[src/rtl/jtframe_sat.sv]
// Signed saturation from an IW-bit value to an OW-bit value, with an overflow flag.
// Purely combinational.
module jtframe_sat #(
  parameter int IW = 17,
  parameter int OW = 16
) (
  input  logic signed [IW-1:0] i_din,
  output logic signed [OW-1:0] o_dout,
  output logic                 o_ovf
);

  generate
    if (IW > OW) begin : g_clamp
      logic [IW-OW:0] w_hi;
      assign w_hi = i_din[IW-1:OW-1];

      // The value fits only when every bit above the output sign bit matches it.
      always_comb begin
        o_dout = i_din[OW-1:0];
        o_ovf  = 1'b0;
        if ((w_hi != {(IW-OW+1){1'b0}}) && (w_hi != {(IW-OW+1){1'b1}})) begin
          o_ovf  = 1'b1;
          o_dout = i_din[IW-1] ? {1'b1, {(OW-1){1'b0}}} : {1'b0, {(OW-1){1'b1}}};
        end else begin
          o_ovf  = 1'b0;
        end
      end
    end else begin : g_pass
      assign o_dout = OW'(i_din);
      assign o_ovf  = 1'b0;
    end
  endgenerate

endmodule

[src/rtl/jtframe_tdm_acc.sv]
// Accumulates SLOTS time-multiplexed signed samples into one saturated frame sum,
// strobing sample (and peak on clamp) for one clock when the frame completes.
module jtframe_tdm_acc #(
  parameter int W     = 14,
  parameter int SLOTS = 6,
  parameter int OW    = 16
) (
  input  logic                       rst_n,
  input  logic                       clk,
  input  logic                       clk_en,
  input  logic                       sync,
  input  logic [SLOTS-1:0]           en_mask,
  input  logic signed [W-1:0]        din,
  output logic [$clog2(SLOTS)-1:0]   slot,
  output logic signed [OW-1:0]       snd,
  output logic                       sample,
  output logic                       peak
);

  localparam int SW = $clog2(SLOTS);
  localparam int AW = W + SW;
  localparam logic [SW-1:0] LAST = SW'(SLOTS - 1);

  logic [SW-1:0]        r_slot;
  logic signed [AW-1:0] r_acc;
  logic signed [OW-1:0] r_snd;
  logic                 r_sample;
  logic                 r_peak;

  logic [SW-1:0]        w_idx;
  logic signed [AW-1:0] w_m;
  logic signed [AW-1:0] w_total;
  logic signed [OW-1:0] w_sat;
  logic                 w_ovf;

  // A sync cycle is always treated as slot 0, including its mask bit.
  assign w_idx   = sync ? {SW{1'b0}} : r_slot;
  assign w_m     = en_mask[w_idx] ? AW'(din) : {AW{1'b0}};
  assign w_total = r_acc + w_m;

  jtframe_sat #(
    .IW (AW),
    .OW (OW)
  ) u_sat (
    .i_din  (w_total),
    .o_dout (w_sat),
    .o_ovf  (w_ovf)
  );

  // Slot counter, accumulator and frame output registers.
  always_ff @(posedge clk or negedge rst_n) begin
    if (!rst_n) begin
      r_slot   <= {SW{1'b0}};
      r_acc    <= {AW{1'b0}};
      r_snd    <= {OW{1'b0}};
      r_sample <= 1'b0;
      r_peak   <= 1'b0;
    end else begin
      r_sample <= 1'b0;
      r_peak   <= 1'b0;
      if (clk_en) begin
        if (sync) begin
          r_acc  <= w_m;
          r_slot <= SW'(1);
        end else if (r_slot == {SW{1'b0}}) begin
          r_acc  <= w_m;
          r_slot <= SW'(1);
        end else if (r_slot == LAST) begin
          r_acc    <= {AW{1'b0}};
          r_slot   <= {SW{1'b0}};
          r_snd    <= w_sat;
          r_sample <= 1'b1;
          r_peak   <= w_ovf;
        end else begin
          r_acc  <= w_total;
          r_slot <= r_slot + SW'(1);
        end
      end
    end
  end

  assign slot   = r_slot;
  assign snd    = r_snd;
  assign sample = r_sample;
  assign peak   = r_peak;

endmodule

[config.mk]
export PLATFORM = sky130hd
export DESIGN_NAME = jtframe_tdm_acc
export DESIGN_NICKNAME = d
export VERILOG_FILES = /design/src/rtl/jtframe_sat.sv /design/src/rtl/jtframe_tdm_acc.sv
export SDC_FILE = /design/constraint.sdc
export NUM_CORES = 1
export LEC_CHECK = 0
export CAP_MARGIN = 0
export CORE_MARGIN = 2
export CORE_UTILIZATION = 49
export CTS_CLUSTER_SIZE = 16
export DETAILED_ROUTE_END_ITERATION = 7
export PLACE_DENSITY = 0.88
export SLEW_MARGIN = 15
export SYNTH_ARGS = -nofsm -noshare
export SYNTH_HDL_FRONTEND = slang
export SYNTH_SLANG_ARGS = --single-unit
[constraint.sdc]
create_clock -name clk -period 3.5 [get_ports clk]
set_input_delay 0.525 -clock clk [delete_from_list [all_inputs] [get_ports clk]]
set_output_delay 0.525 -clock clk [all_outputs]
set_load 0.05 [all_outputs]
# Yosys cells after proc, flatten, opt, wreduce, memory -nomap -nowiden
# Index checks and enable logic that the tools add are counted.
# Widths: inputs -> output; s select.
[word_totals]
inputBits = 24
word_cells = 37
out_inout_bits = 21
reg_bits = 38
[op_classes]
bitwise_logic = 2
mux = 21
reduce_logical = 4
order_cmp = 1
eq_ne = 2
n_addsub = 2
[op_table]
columns = ["operator", "n"]
rows = [
  ["$mux 17", 4],
  ["$mux 16", 2],
  ["$add 17x17->17", 1],
  ["$mux 3", 4],
  ["$mux 1", 10],
  ["$lt 3x4->1 const B", 1],
  ["$reduce_and 4->1", 1],
  ["$add 3x1->3 const B", 1],
  ["$bmux 1 s3", 1],
  ["$eq 3x3->1 const B", 1],
  ["$logic_not 3->1", 1],
  ["$ne 2x2->1 const B", 1],
  ["$not 1->1", 2],
  ["$reduce_bool 2->1", 1],
  ["$logic_and 1x1->1", 1],
]

# Logic depth before layout (Yosys ltp)
[depth]
ltp_word = 12
depth_mapped = 18
depth_no_buf = 15

# Modules after synthesis
# A second synthesis with hierarchy kept.
[hier_totals]
hier_cells = 309
area_unflattened_um2 = 2815.2
[modules_own_cells]
columns = ["module", "seq_area_each_um2", "instances", "area_per_inst_um2", "cells_per_inst"]
rows = [
  ["jtframe_tdm_acc", 950.9, 1, 2603.7, 270],
  ["jtframe_sat", 0.0, 1, 211.5, 39],
]

# Worst setup path after synthesis
# OpenSTA, ideal clock, no wires.
[synth_timing]
path_kind = "reg2reg"
from = "register r_slot[2] (netlist: slot[2])"
to = "register r_peak (netlist: peak)"
t_arrival_ns = 3.966
setup_time_ns = 0.132
required_ns = 3.368
path_slack_ns = -0.598
synth_period_minus_slack_ns = 4.098
path_stages_with_launch = 17
n_path_buf = 2
cell_sequence = "dfrtp_1 or3b_4 or2_1 nand2_1 clkbuf_1 and2_1 ha_1 inv_1 fa_1 nor2b_1 o31a_1 a41oi_1 o21ai_0 xor2_2 buf_6 xor2_1 nor2_1"
[synth_between]
elab_chain_cells = 12
elab_cells_between_ends = 15
cone_classes = "add/sub: 1; eq/ne: 2; mux: 9; reduce/logical: 3"
[synth_lines]
columns = ["item", "line_no", "source"]
rows = [
  ["start, declared", "jtframe_tdm_acc.sv:24", "logic [SW-1:0] r_slot;"],
  ["start signal, assigned", "jtframe_tdm_acc.sv:53", "r_slot <= {SW{1'b0}};"],
  ["start signal, assigned", "jtframe_tdm_acc.sv:70", "r_slot <= {SW{1'b0}};"],
  ["start signal, assigned", "jtframe_tdm_acc.sv:76", "r_slot <= r_slot + SW'(1);"],
  ["$mux 3", "jtframe_tdm_acc.sv:37", "assign w_idx = sync ? {SW{1'b0}} : r_slot;"],
  ["$bmux 1 s3", "jtframe_tdm_acc.sv:38", "assign w_m = en_mask[w_idx] ? AW'(din) : {AW{1'b0}};"],
  ["$mux 1 (not written as such)", "jtframe_tdm_acc.sv:38", ""],
  ["$mux 17", "jtframe_tdm_acc.sv:38", ""],
  ["$add 17x17->17", "jtframe_tdm_acc.sv:39", "assign w_total = r_acc + w_m;"],
  ["$ne 2x2->1 or $reduce_bool 2->1 (tied branches)", "jtframe_sat.sv:21", "if ((w_hi != {(IW-OW+1){1'b0}}) && (w_hi != {(IW-OW+1){1'b1}})) begin"],
  ["$logic_and 1x1->1", "jtframe_sat.sv:21", ""],
  ["$mux 1", "jtframe_sat.sv:21", ""],
  ["$mux 1", "jtframe_tdm_acc.sv:68", "end else if (r_slot == LAST) begin"],
  ["$mux 1 (*)", "jtframe_tdm_acc.sv:65", "end else if (r_slot == {SW{1'b0}}) begin"],
  ["$mux 1 (*)", "jtframe_tdm_acc.sv:62", "if (sync) begin"],
  ["$mux 1 (*)", "jtframe_tdm_acc.sv:61", "if (clk_en) begin"],
  ["end signal, assigned", "jtframe_tdm_acc.sv:73", "r_peak <= w_ovf;"],
  ["end, declared", "jtframe_tdm_acc.sv:28", "logic r_peak;"],
]
# Every way passes the cells marked *; elsewhere a longest branch is shown, timed or not. The select of a mux whose other input is x is not followed.
# A chain may end at the register's enable or synchronous reset.

# Worst setup path after layout
[layout_timing]
from = "input port en_mask[1]"
to = "register r_snd[9] (netlist: snd[9])"
[layout_between]
elab_chain_cells = 7
elab_cells_between_ends = 9
cone_classes = "add/sub: 1; eq/ne: 1; mux: 5; reduce/logical: 2"
[layout_lines]
columns = ["item", "line_no", "source"]
rows = [
  ["start, declared", "jtframe_tdm_acc.sv:12", "input logic [SLOTS-1:0] en_mask,"],
  ["$bmux 1 s3 (*)", "jtframe_tdm_acc.sv:38", ""],
  ["$mux 1 (not written as such) (*)", "jtframe_tdm_acc.sv:38", ""],
  ["$mux 17 (*)", "jtframe_tdm_acc.sv:38", ""],
  ["$add 17x17->17 (*)", "jtframe_tdm_acc.sv:39", ""],
  ["$ne 2x2->1 or $reduce_bool 2->1 (tied branches)", "jtframe_sat.sv:21", ""],
  ["$logic_and 1x1->1", "jtframe_sat.sv:21", ""],
  ["$mux 16 (*)", "jtframe_sat.sv:21", ""],
  ["end signal, assigned", "jtframe_tdm_acc.sv:55", "r_snd <= {OW{1'b0}};"],
  ["end signal, assigned", "jtframe_tdm_acc.sv:71", "r_snd <= w_sat;"],
  ["end, declared", "jtframe_tdm_acc.sv:26", "logic signed [OW-1:0] r_snd;"],
]
# Marks and branches as above.

==> flow_metrics.tcl <==
set metrics [dict create \
    drc 0 \
    p_seq_share_pct 19.8 \
    area_growth_pct 50.42 \
    dieWidth_um 78.23 \
    drive_above_1_share_pct 30.09 \
    slowest_delay_ns 0.49 \
    max_freq_mhz 273.5 \
    layout_common_cells "70 x buf_4, 48 x a21oi_1, 39 x clkdlybuf4s50_1, 35 x dfrtp_1, 32 x nand2_1" \
    ios 45 \
    finClkSkew_ns 0.009094 \
    grt_pass1_vias 2767 \
    hold_violations 0 \
    placed_area_um2 3635 \
    syn_avg_cell_area_um2 8.182 \
    synth_top_family_by_area "compound AO/OA/AOI/OAI gates" \
    ys_ff_latch 38 \
    die_area_um2 6120 \
    synth_flop_cell "dfrtp_1" \
    slew_headroom_pct 44.05 \
    row_count 27 \
    syn_inst 330 \
    wirelength_mm 9.823 \
    yosysWarnings 0 \
    synthAdderAreaFrac_pct 8.156 \
    p_int_uw 1727 \
    pwr_density_cell_nw_per_um2 834.5 \
    io_buffer_count 44 \
    cts.clk_slew.worst_paths_ns 0.09 \
    final_area_um2 4061 \
    synthesis.area_um2 2700 \
    ys_types 47 \
    overflow 0 \
    clkLatencyLatePin_ns 0.30 \
    via_per_inst 6.183 \
    hold_buffers 0 \
    async_flop_share_pct 100.0 \
    fillerInstances 321 \
    place_ws_ns -0.5437 \
    cts_inserted_buffers 5 \
    fin_crit_sh_pct 104.5 \
    cp-start-kind "input pin" \
    multi_input_area_um2 1827 \
    fin_ws_ns -0.1560 \
    cpMostUsedCell "o21ai_1" \
    peakVddDrop_mv 0.4553 \
    hp-class "input pin to asynchronous set/reset pin" \
    first_pass_iters 5 \
    setup_viol 21 \
    grt_max_degree 39 \
    pwr-share-clk_pct 9.9 \
    ys_seq_area_share_pct 35.22 \
    power_uw 3389 \
    diodes 0 \
    p_leak_uw 0.001836 \
    pwr-share-comb_pct 70.2 \
    critPathKind "input pin to flip-flop" \
    p_sw_share_pct 49.04 \
    fin_tns_setup_ns -2.215 \
    initial_utilization_pct 49.95 \
    violations "negative setup slack" \
    coreArea_um2 5405 \
    syn-num-nets 371 \
    fp.dieH_um 78.23 \
    yosys.area_share.simple_pct 17.84 \
    drv_slew 0 \
    worstPathRequired_ns 3.72 \
    place.detailed.hpwl_mm 5.682 \
    synth-xor-area-share_pct 4.773 \
    synth_compound_area_share_pct 28.13 \
    grt_pass1_wl_mm 12.91 \
    synth_edf_count 0 \
    grt_usage_pct 26.46 \
    end_kind "flip-flop" \
    cts_tree "yes" \
    path_cells "clkdlybuf4s50_1, inv_1, a31o_2, nand2b_4, nand2_4, and2_4, ha_4, inv_2, fa_2, nor2b_2, o31a_1, a41oi_4, o21ai_4, xor2_4, buf_6, o21ai_1, o21ai_1" \
    cp_top_family "compound AO/OA/AOI/OAI gates" \
    rsz0062_at_grt "true" \
    run_status "complete, but fails checks" \
    mostFrequentLayoutCell "buf_4" \
    antenna_found_initial 0 \
    vias 3178 \
    fin_crit_ns 3.656 \
    cp_max_fo 6 \
    worst_path_max_delay_cell "clkdlybuf4s50_1" \
    maxCapViolations 0 \
    clockBufferDepth 2 \
    place.gp.congestion 0.8313 \
    cts_root_buf "clkbuf_8" \
    crit_buf_inv 4 \
    synth_mux_area_share_pct 0.7414 \
    arrival_ns 3.88 \
    h-tree-depth 2 \
    worstMarginPinSlew_ns 0.8393 \
    nets 482 \
    initialDrtViolationCount 475 \
    cts.sink_count 38 \
    regArea_um2 954.7 \
    antenna_left 0 \
    wl_per_cell_um 19.11 \
    switchingPower_uw 1662 \
]
[logic make-up after synthesis]
logic type | count (synthesis)
AOI/OAI and AO/OA | 131
and+or+nand+nor | 100
DFF | 38
buffers and inverters | 29
adders and majority gates | 17
xor gates and xnor gates | 13
muxes | 2
[synthesized netlist by cell type (all sizes together), types with 2 or more instances]
master / instances / area share [%]
a21o: 2 / 0.56
a21oi: 52 / 9.6
a221oi: 3 / 0.97
a22oi: 12 / 3.3
a31o: 2 / 0.65
a31oi: 2 / 0.46
a41oi: 2 / 0.65
and2: 13 / 3.0
and3: 3 / 0.70
buf: 7 / 2.1
clkbuf: 11 / 1.5
dfrtp: 38 / 35
ha: 16 / 7.4
inv: 11 / 1.5
mux2i: 2 / 0.74
nand2: 33 / 4.6
nand2b: 4 / 0.93
nand3: 3 / 0.56
nand4: 2 / 0.46
nor2: 29 / 4.0
nor2b: 5 / 1.2
nor3: 2 / 0.79
o211ai: 2 / 0.56
o21a: 2 / 0.56
o21ai: 42 / 7.8
o21bai: 2 / 0.56
o31ai: 2 / 0.56
or2: 3 / 0.70
xnor2: 7 / 2.3
xor2: 6 / 2.5
[final timing paths]
path / cells past startpoint / end / startpoint / slack, ns
max in group asynchronous: 1 / slot[2] / rst_n / 2.60
min in group clk: 2 / snd[10] / snd[10] / 0.49
min: 1 / r_acc[0] / rst_n / 0.32
max: 17 / snd[9] / en_mask[1] / -0.16
max reg2reg: 15 / snd[9] / slot[1] / -0.11
min reg2reg: 2 / snd[10] / snd[10] / 0.49
[registers in the layout, summed over array words and instances (netlist names)]
signal,count
peak,1
r_acc,17
sample,1
slot,3
snd,16
[through the flow]
step                cells  utilization, %  hold WS, ns
floorplan             330               -       0.2294
global placement      489           67.25       0.4688
detailed placement    489           67.25       0.4764
CTS                   498           69.56       0.3535
global route          514           75.14       0.3949
finish                514           75.14       0.3214
[power by group through the flow]
stage          clock network, uW  registers, uW  logic, uW
4_1_cts                      332            663       1950
3_5_place_dp                   0            670       1910
6_report                     337            672       2380
2_1_floorplan                  0            935        954
5_1_grt                      362            685       2490
3_3_place_gp                   0            661       1850
[final cells by class]
type                       count  share of cell area, %
inverter                      11                  1.017
clock inverter                 2                 0.3081
tap                           72                  2.218
timing repair buffer         122                  25.94
sequential                    38                  23.51
clock buffer                   6                  2.033
multi-input combinational    263                  44.98
[metal layers]
layer / track usage, % / routed length, um / part of all wire, %
met1: 35.06 / 3762 / 38
met2: 44.48 / 4769 / 49
met3: 3.333 / 811 / 8.3
met4: 9.825 / 481 / 4.9
met5: 0 / 0 / 0
[repair_timing]
action,in CTS,in global routing
pin swaps,4,33
resized for setup,5,56
gates cloned,0,3
setup endpoints to repair,26,26
buffers inserted,1,13
(Power assumes the default switching activity.)
